**config.mk**
```make
export PLATFORM = sky130hd
export DESIGN_NAME = vedic_product_accumulator_flat
export DESIGN_NICKNAME = d
export VERILOG_FILES = /design/src/rtl/vedic_product_accumulator_pkg.sv /design/src/rtl/vedic_product_accumulator_if.sv /design/src/rtl/vedic_product_accumulator_sat_add.sv /design/src/rtl/vedic_product_accumulator.sv /design/src/flat_wrapper.sv
export SDC_FILE = /design/constraint.sdc
export NUM_CORES = 1
export LEC_CHECK = 0
export CAP_MARGIN = 20
export CORE_MARGIN = 1.5
export CORE_UTILIZATION = 56
export CTS_BUF_LIST = sky130_fd_sc_hd__clkbuf_2
export CTS_CLUSTER_SIZE = 30
export DETAILED_ROUTE_END_ITERATION = 8
export PLACE_DENSITY = 0.88
export REMOVE_ABC_BUFFERS = 1
export SLEW_MARGIN = 20
export SYNTH_ARGS = -nofsm -noshare
export SYNTH_HDL_FRONTEND = slang
export SYNTH_HIERARCHICAL = 1
export SYNTH_SLANG_ARGS = --single-unit
```
**constraint.sdc**
```tcl
create_clock -name clk -period 3.4 [get_ports clk]
set_clock_uncertainty 0.05 [all_clocks]
set_input_delay 0.85 -clock clk [delete_from_list [all_inputs] [get_ports clk]]
set_output_delay 0.85 -clock clk [all_outputs]
set_load 0.02 [all_outputs]
```
**src/rtl/vedic_product_accumulator_pkg.sv**
```systemverilog
// vedic_product_accumulator_pkg: shared state type, default product width and count-width helper
package vedic_product_accumulator_pkg;
  typedef enum logic {ACCUM, HOLD} state_t;
  localparam int PROD_W_DEF = 16;
  function automatic int cnt_w(input int n);
    return $clog2(n + 1);
  endfunction
endpackage

```
**src/rtl/vedic_product_accumulator_if.sv**
```systemverilog
// vedic_product_accumulator_if: product input and block-result output handshakes plus flush
interface vedic_product_accumulator_if
  import vedic_product_accumulator_pkg::*;
#(
  parameter int PROD_W = PROD_W_DEF,
  parameter int ACC_W  = 24,
  parameter int CNT_W  = 4
);
  logic              clear;
  logic              prod_valid;
  logic              prod_ready;
  logic [PROD_W-1:0] prod_data;
  logic              prod_last;
  logic              acc_valid;
  logic              acc_ready;
  logic [ACC_W-1:0]  acc_data;
  logic [CNT_W-1:0]  acc_count;
  logic              acc_ovf;
  modport master (
    output clear, prod_valid, prod_data, prod_last, acc_ready,
    input  prod_ready, acc_valid, acc_data, acc_count, acc_ovf
  );
  modport slave (
    input  clear, prod_valid, prod_data, prod_last, acc_ready,
    output prod_ready, acc_valid, acc_data, acc_count, acc_ovf
  );
endinterface

```
**src/rtl/vedic_product_accumulator_sat_add.sv**
```systemverilog
// vedic_product_accumulator_sat_add: combinational accumulator add with carry-out and optional saturation
module vedic_product_accumulator_sat_add #(
  parameter int ACC_W    = 24,
  parameter int PROD_W   = 16,
  parameter int SATURATE = 1
) (
  input  logic [ACC_W-1:0]  i_acc,
  input  logic [PROD_W-1:0] i_op,
  output logic [ACC_W-1:0]  o_sum,
  output logic              o_ovf
);
  logic [ACC_W:0] w_full;
  assign w_full = {1'b0, i_acc} + {{(ACC_W + 1 - PROD_W){1'b0}}, i_op};
  assign o_ovf  = w_full[ACC_W];
  // a saturated sum is all-ones, so any further nonzero add overflows again and it stays pinned
  assign o_sum  = (SATURATE != 0 && o_ovf) ? '1 : w_full[ACC_W-1:0];
endmodule

```
**src/rtl/vedic_product_accumulator.sv**
```systemverilog
// vedic_product_accumulator: sums product stream into blocks and presents each block sum over valid/ready
module vedic_product_accumulator
  import vedic_product_accumulator_pkg::*;
#(
  parameter int PROD_W    = PROD_W_DEF,
  parameter int ACC_W     = 24,
  parameter int BLOCK_LEN = 8,
  parameter int SATURATE  = 1
) (
  input logic                        clk,
  input logic                        rst,
  vedic_product_accumulator_if.slave bus
);
  localparam int CNT_W = cnt_w(BLOCK_LEN);
  state_t           r_state, w_state_nx;
  logic [ACC_W-1:0] r_sum, w_sum, r_acc_data;
  logic [CNT_W-1:0] r_count, w_count_nx, r_acc_count;
  logic             r_ovf, w_ovf, w_ovf_nx, r_acc_ovf;
  logic             w_accept, w_close, w_done;

  vedic_product_accumulator_sat_add #(
    .ACC_W(ACC_W), .PROD_W(PROD_W), .SATURATE(SATURATE)
  ) u_add (
    .i_acc(r_sum), .i_op(bus.prod_data), .o_sum(w_sum), .o_ovf(w_ovf)
  );

  assign w_accept   = (r_state == ACCUM) && bus.prod_valid;
  assign w_count_nx = r_count + 1'b1;
  assign w_ovf_nx   = r_ovf | w_ovf;
  // prod_last on the BLOCK_LEN-th product still closes only once
  assign w_close    = w_accept && (bus.prod_last || w_count_nx == CNT_W'(BLOCK_LEN));
  assign w_done     = (r_state == HOLD) && bus.acc_ready;

  // state register
  always_ff @(posedge clk)
    r_state <= rst ? ACCUM : w_state_nx;

  // next state: clear flushes from either state, dropping any pending result
  always_comb
    w_state_nx = bus.clear ? ACCUM : w_close ? HOLD : w_done ? ACCUM : r_state;

  // outputs decoded from state and the latched block result
  always_comb begin
    bus.prod_ready = (r_state == ACCUM);
    bus.acc_valid  = (r_state == HOLD);
    bus.acc_data   = r_acc_data;
    bus.acc_count  = r_acc_count;
    bus.acc_ovf    = r_acc_ovf;
  end

  // running sum/count/overflow and the result latched when a block closes
  always_ff @(posedge clk) begin
    if (rst || bus.clear) begin
      r_sum       <= '0;
      r_count     <= '0;
      r_ovf       <= 1'b0;
      r_acc_data  <= '0;
      r_acc_count <= '0;
      r_acc_ovf   <= 1'b0;
    end else if (w_accept) begin
      r_sum   <= w_sum;
      r_count <= w_count_nx;
      r_ovf   <= w_ovf_nx;
      if (w_close) begin
        r_acc_data  <= w_sum;
        r_acc_count <= w_count_nx;
        r_acc_ovf   <= w_ovf_nx;
      end
    end else if (w_done) begin
      r_sum   <= '0;
      r_count <= '0;
      r_ovf   <= 1'b0;
    end
  end
endmodule
```
**src/flat_wrapper.sv**
```systemverilog
// flat-port wrapper written by rule: the top's interface ports become plain ports
module vedic_product_accumulator_flat import vedic_product_accumulator_pkg::*;
#(
  parameter int PROD_W    = PROD_W_DEF,
  parameter int ACC_W     = 24,
  parameter int BLOCK_LEN = 8,
  parameter int SATURATE  = 1
)
  (clk, rst, bus_clear, bus_prod_valid, bus_prod_data, bus_prod_last, bus_acc_ready, bus_prod_ready, bus_acc_valid, bus_acc_data, bus_acc_count, bus_acc_ovf);
  vedic_product_accumulator_if #(.PROD_W(PROD_W), .ACC_W(ACC_W)) bus_i ();
  input logic clk;
  input logic rst;
  input wire logic [$bits(bus_i.clear)-1:0] bus_clear;
  input wire logic [$bits(bus_i.prod_valid)-1:0] bus_prod_valid;
  input wire logic [$bits(bus_i.prod_data)-1:0] bus_prod_data;
  input wire logic [$bits(bus_i.prod_last)-1:0] bus_prod_last;
  input wire logic [$bits(bus_i.acc_ready)-1:0] bus_acc_ready;
  output wire logic [$bits(bus_i.prod_ready)-1:0] bus_prod_ready;
  output wire logic [$bits(bus_i.acc_valid)-1:0] bus_acc_valid;
  output wire logic [$bits(bus_i.acc_data)-1:0] bus_acc_data;
  output wire logic [$bits(bus_i.acc_count)-1:0] bus_acc_count;
  output wire logic [$bits(bus_i.acc_ovf)-1:0] bus_acc_ovf;
  assign bus_i.clear = bus_clear;
  assign bus_i.prod_valid = bus_prod_valid;
  assign bus_i.prod_data = bus_prod_data;
  assign bus_i.prod_last = bus_prod_last;
  assign bus_i.acc_ready = bus_acc_ready;
  assign bus_prod_ready = bus_i.prod_ready;
  assign bus_acc_valid = bus_i.acc_valid;
  assign bus_acc_data = bus_i.acc_data;
  assign bus_acc_count = bus_i.acc_count;
  assign bus_acc_ovf = bus_i.acc_ovf;
  vedic_product_accumulator #(.PROD_W(PROD_W), .ACC_W(ACC_W), .BLOCK_LEN(BLOCK_LEN), .SATURATE(SATURATE)) u_core (.clk(clk), .rst(rst), .bus(bus_i));
endmodule
```
Word level (Yosys, flattened, before mapping). Cells that the tools add are included.

Eq/ne operators: 1. Bitwise operators: 2. Add/subtract/negate cells: 2. Muxes and demuxes: 8. Reduce and logical (&&, ||, !) cells: 9.

Operator list (number): two-way mux 24 bit (3); adder 24 x 16 -> 25 bit (1); two-way mux 4 bit (2); adder 4 x 1 -> 4 bit, second input constant (1); == test 4 bit, second input constant (1); nonzero test 2 bit (2); logical AND 1 bit (3); two-way mux 1 bit (3); logical OR 1 bit (2); AND reduction 2 bit (1); OR reduction 2 bit (1); inverter 1 bit (1); bitwise OR 1 bit (1).

Output and inout port bits: 31. Flip-flop bits (word level): 59. Logic and storage cells: 29.

Longest topological paths before layout.
Depth after elaboration: 5. Gate-level depth with buffers: 11. Mapped depth without buffers: 10.

Modules after synthesis. The synthesis kept the hierarchy.

Modules (own cells, without submodules): vedic_product_accumulator (times used 1, seq. area each 1181.1 sq um, area an instance 2263.4 sq um, cells each 250); vedic_product_accumulator_sat_add (times used 1, seq. area each 0.0 sq um, area an instance 1196.1 sq um, cells each 175).

Worst setup path after synthesis. No wires, ideal clock.

Path kind: input to register. Start point: in bus_prod_data[0]. End point: reg u_core.r_sum[20]. Setup time: 0.128 ns. Buffers on the path: 0. Stages on the path: 10. Arrival time: 2.827 ns. Slack: 0.395 ns. Cells stage by stage: ha_1 -> fa_1 -> nand3_1 -> a211oi_2 -> o21ai_2 -> a31oi_4 -> o2111ai_2 -> mux2_4 -> a22oi_1 -> nor2_1.

Word-level cells in the longest chain between the ends: 3.

Ends and longest elaborated chain: start: declaration (RTL line flat_wrapper.sv:15) `input wire logic [$bits(bus_i.prod_data)-1:0] bus_prod_data;`; adder 24 x 16 -> 25 bit (RTL line vedic_product_accumulator_sat_add.sv:13) `assign w_full = {1'b0, i_acc} + {{(ACC_W + 1 - PROD_W){1'b0}}, i_op};`; two-way mux 24 bit (RTL line vedic_product_accumulator_sat_add.sv:16) `assign o_sum = (SATURATE != 0 && o_ovf) ? '1 : w_full[ACC_W-1:0];`; via u_core.w_sum[20] (RTL line vedic_product_accumulator.sv:16) `logic [ACC_W-1:0] r_sum, w_sum, r_acc_data;`; two-way mux 24 bit (RTL line vedic_product_accumulator.sv:60) `end else if (w_accept) begin`; end signal: assignment (RTL line vedic_product_accumulator.sv:61) `r_sum <= w_sum;`; end: declaration (RTL line vedic_product_accumulator.sv:16).

The timed path passes the listed nets, and every way through them passes these cells. A chain may end at the register's enable or synchronous reset.

Worst setup path after layout.
Start point: in bus_prod_data[0]. End point: reg u_core.r_sum[13].

The elaborated chain is that of the path after synthesis.

==> out/results.ini <==
[worst_setup_path]
cp_num_buf_inv = 2
critPathTopFamily = compound AO/OA/AOI/OAI gates
start_kind = input port
cp_slowest_cell = clkdlybuf4s50_1
path_cells = clkdlybuf4s50_1, ha_1, fa_1, nand3_1, a211oi_2, o21ai_2, a31oi_4, o21bai_2, buf_4, nand2_1, a22oi_1, nor2_1
critPathMaxFanout = 16
worst_ep_required_time_ns = 3.72
r2r_slack_ns = 0.86
slowest_delay_ns = 0.41
path_class = input port to flip-flop
crit_arrival_ns = 3.25
endpoint_kind = flip-flop

[detailed_routing]
drc = 0
post_drt_wl_per_cell_um = 16.2
drt_pre_antenna_iters = 5
drt_iter0_drc = 280
ant_nets = 0
wirelength_um = 9180
avgViaCountPerCell = 6.24
vias = 3527

[floorplanning]
start_util_pct = 58.1
ios = 53
dieArea_sq_mm = 0.00666
fp.dieW_um = 81.6
core-area_sq_mm = 0.00596
die_h_um = 81.6
std_cell_rows = 28

[clock_tree]
cts_sinks = 59
cts-hold-fix-buffers = 0
clk_pin_slew_ns = 0.15
cts.path.max_buffers = 2
cts_tree = built
cts-buffers-inserted = 9
clkLatencyLatePin_ns = 0.50
root_buffer = clkbuf_2
post_cts_buffers = 0
cts_resized = 0
htree_levels = 3

[global_routing]
grt_usage_pct = 29.0
grt_pass1_wl_um = 14900
antenna_found_initial = 0
grt_remaining_overflow = 0
grt_max_degree = 37
grt_pass1_vias = 3369

[synthesis]
synth_top_family_by_area = compound AO/OA/AOI/OAI gates
ys_ff_latch = 59
synthXorXnorAreaFrac_pct = 4.05
synthMuxAreaShare_pct = 1.52
yosysSeqAreaShare_pct = 34.1
synth_edf_count = 0
synth_area_per_cell_sq_um = 8.14
synthAdderAreaFrac_pct = 6.73
ys.flop_type = dfxtp_1
synth.distinct_cells = 54
async_reset_ff_share_pct = 0
synthCells = 425
yosys.area_share.simple_pct = 18.2
syn_area_sq_mm = 0.00346
yosysWarnings = 6
synth_compound_area_share_pct = 29.6

[timing]
period_share_pct = 86.4
finalHoldViolCount = 0
slew-limit-headroom_pct = 50.2
rsz0062_at_grt = no
finalWorstSetupSlack_ns = 0.462
fmax_ghz = 0.340
worst_slew_pin_slew_ns = 0.747
min_period_ns = 2.94
final.setup.tns_ns = 0
slew_violations = 0
setup_violations = 0

[layout]
nets = 525
diodes = 0
area_delta_synth_final_pct = 22.0
layout_common_cells = dfxtp_1, clkdlybuf4s50_1, a21oi_1
layout_commonest_cell = dfxtp_1
design_area_sq_mm = 0.00422
layout-drive-gt1-share_pct = 11.0
fin_cells = 565

[place]
port-buffer-count = 52
dpl_cell_area_sq_mm = 0.00411
dp_slack_ns = -0.0371
globalplace.congestion = 0.941
placed_cells = 549
dp_hpwl_um = 6440

[pwr]
leakage_uw = 0.00157
p_per_area_mw_per_mm2 = 341
ir_worst_vdd_mv = 0.237
p_total_uw = 1440

[outcome]
outcome = completed

[min_path]
hp-class = flip-flop to flip-flop

[run]
max_cap_violations = 0

[metrics by stage]
stage	utilization, %	hold slack (ns)
after floorplan	-	0.416
after global placement	69.0	0.415
after detailed placement	69.0	0.421
after CTS	70.8	0.442
after global routing	70.8	0.458
final	70.8	0.440
[worst register-to-register path, delay by kind of cell (launching register included)]
family,cells,cell delay (ns)
adders and majority gates,2,0.62
and+or+nand+nor,3,0.30
buffers and inverters,1,0.26
DFF,1,0.36
AOI/OAI and AO/OA,5,0.82
[layout make-up]
class | count | area [sq um]
multi-input combinational | 330 | 2080
timing repair buffer | 78 | 728
clock inverter | 5 | 52.6
fill | 491 | 1740
sequential | 59 | 1180
tap | 75 | 93.8
inverter | 7 | 26.3
clock buffer | 11 | 55.1
[Yosys cell counts (2+ instances only)]
cell type	n	area share (%)
nand2_1	33	3.6
o21a_1	8	1.7
a31oi_1	2	0.36
nand3_1	31	4.5
o211ai_1	5	1.1
buf_6	7	2.3
nand3b_1	2	0.43
or3_1	2	0.36
nor2b_1	4	0.72
nand2b_1	5	0.90
a22oi_1	28	6.1
a211oi_1	3	0.65
xnor2_1	9	2.3
nor3_1	6	0.87
dfxtp_1	59	34
a21o_1	3	0.65
o21ai_0	10	1.4
xor2_1	7	1.8
and3_1	4	0.72
buf_2	9	1.3
o21ai_1	27	3.9
clkbuf_1	13	1.4
nor2_1	38	4.1
inv_1	7	0.76
a21oi_1	49	7.1
and2_1	3	0.54
nand4_1	5	0.90
ha_1	17	6.1
mux2_4	2	0.87
o31a_1	3	0.76
[cell families after synthesis]
kind of cell               Yosys count
AOI/OAI and AO/OA                  157
xor gates and xnor gates            16
adders and majority gates           18
buffers and inverters               36
DFF                                 59
muxes                                3
and+or+nand+nor                    136
[power breakdown]
part           switching [uW]  internal (uW)  total, uW  leakage (uW)
registers                9.04            705        714      0.000477
logic                     167            121        288       0.00102
clock network             262            174        436     0.0000737
[final timing paths]
check        cells after the start               startpoint                 endpoint
min                              2  u_core/bus.acc_data[18]  u_core/bus.acc_data[18]
max                             12         bus_prod_data[0]         u_core/r_sum[13]
max reg2reg                     11          u_core/r_sum[0]         u_core/r_sum[13]
min reg2reg                      2  u_core/bus.acc_data[18]  u_core/bus.acc_data[18]
[routing by layer]
metal	part of all wire (%)	wire length (um)	GRT usage [%]	up-vias
met5	0	0	0	-
met4	2.1	191	13.2	0
met3	6.2	570	6.89	27
met2	48	4430	49.7	167
met1	43	3980	34.2	1658
li1	-	-	-	1675
[state kept, by name, indices dropped and copies added, names as in the netlist]
name / cells
u_core/r_sum: 24
u_core/bus.acc_valid: 1
u_core/r_count: 4
u_core/bus.acc_ovf: 1
u_core/r_ovf: 1
u_core/bus.acc_count: 4
u_core/bus.acc_data: 24
No activity file was read; power rests on OpenSTA's default activity.
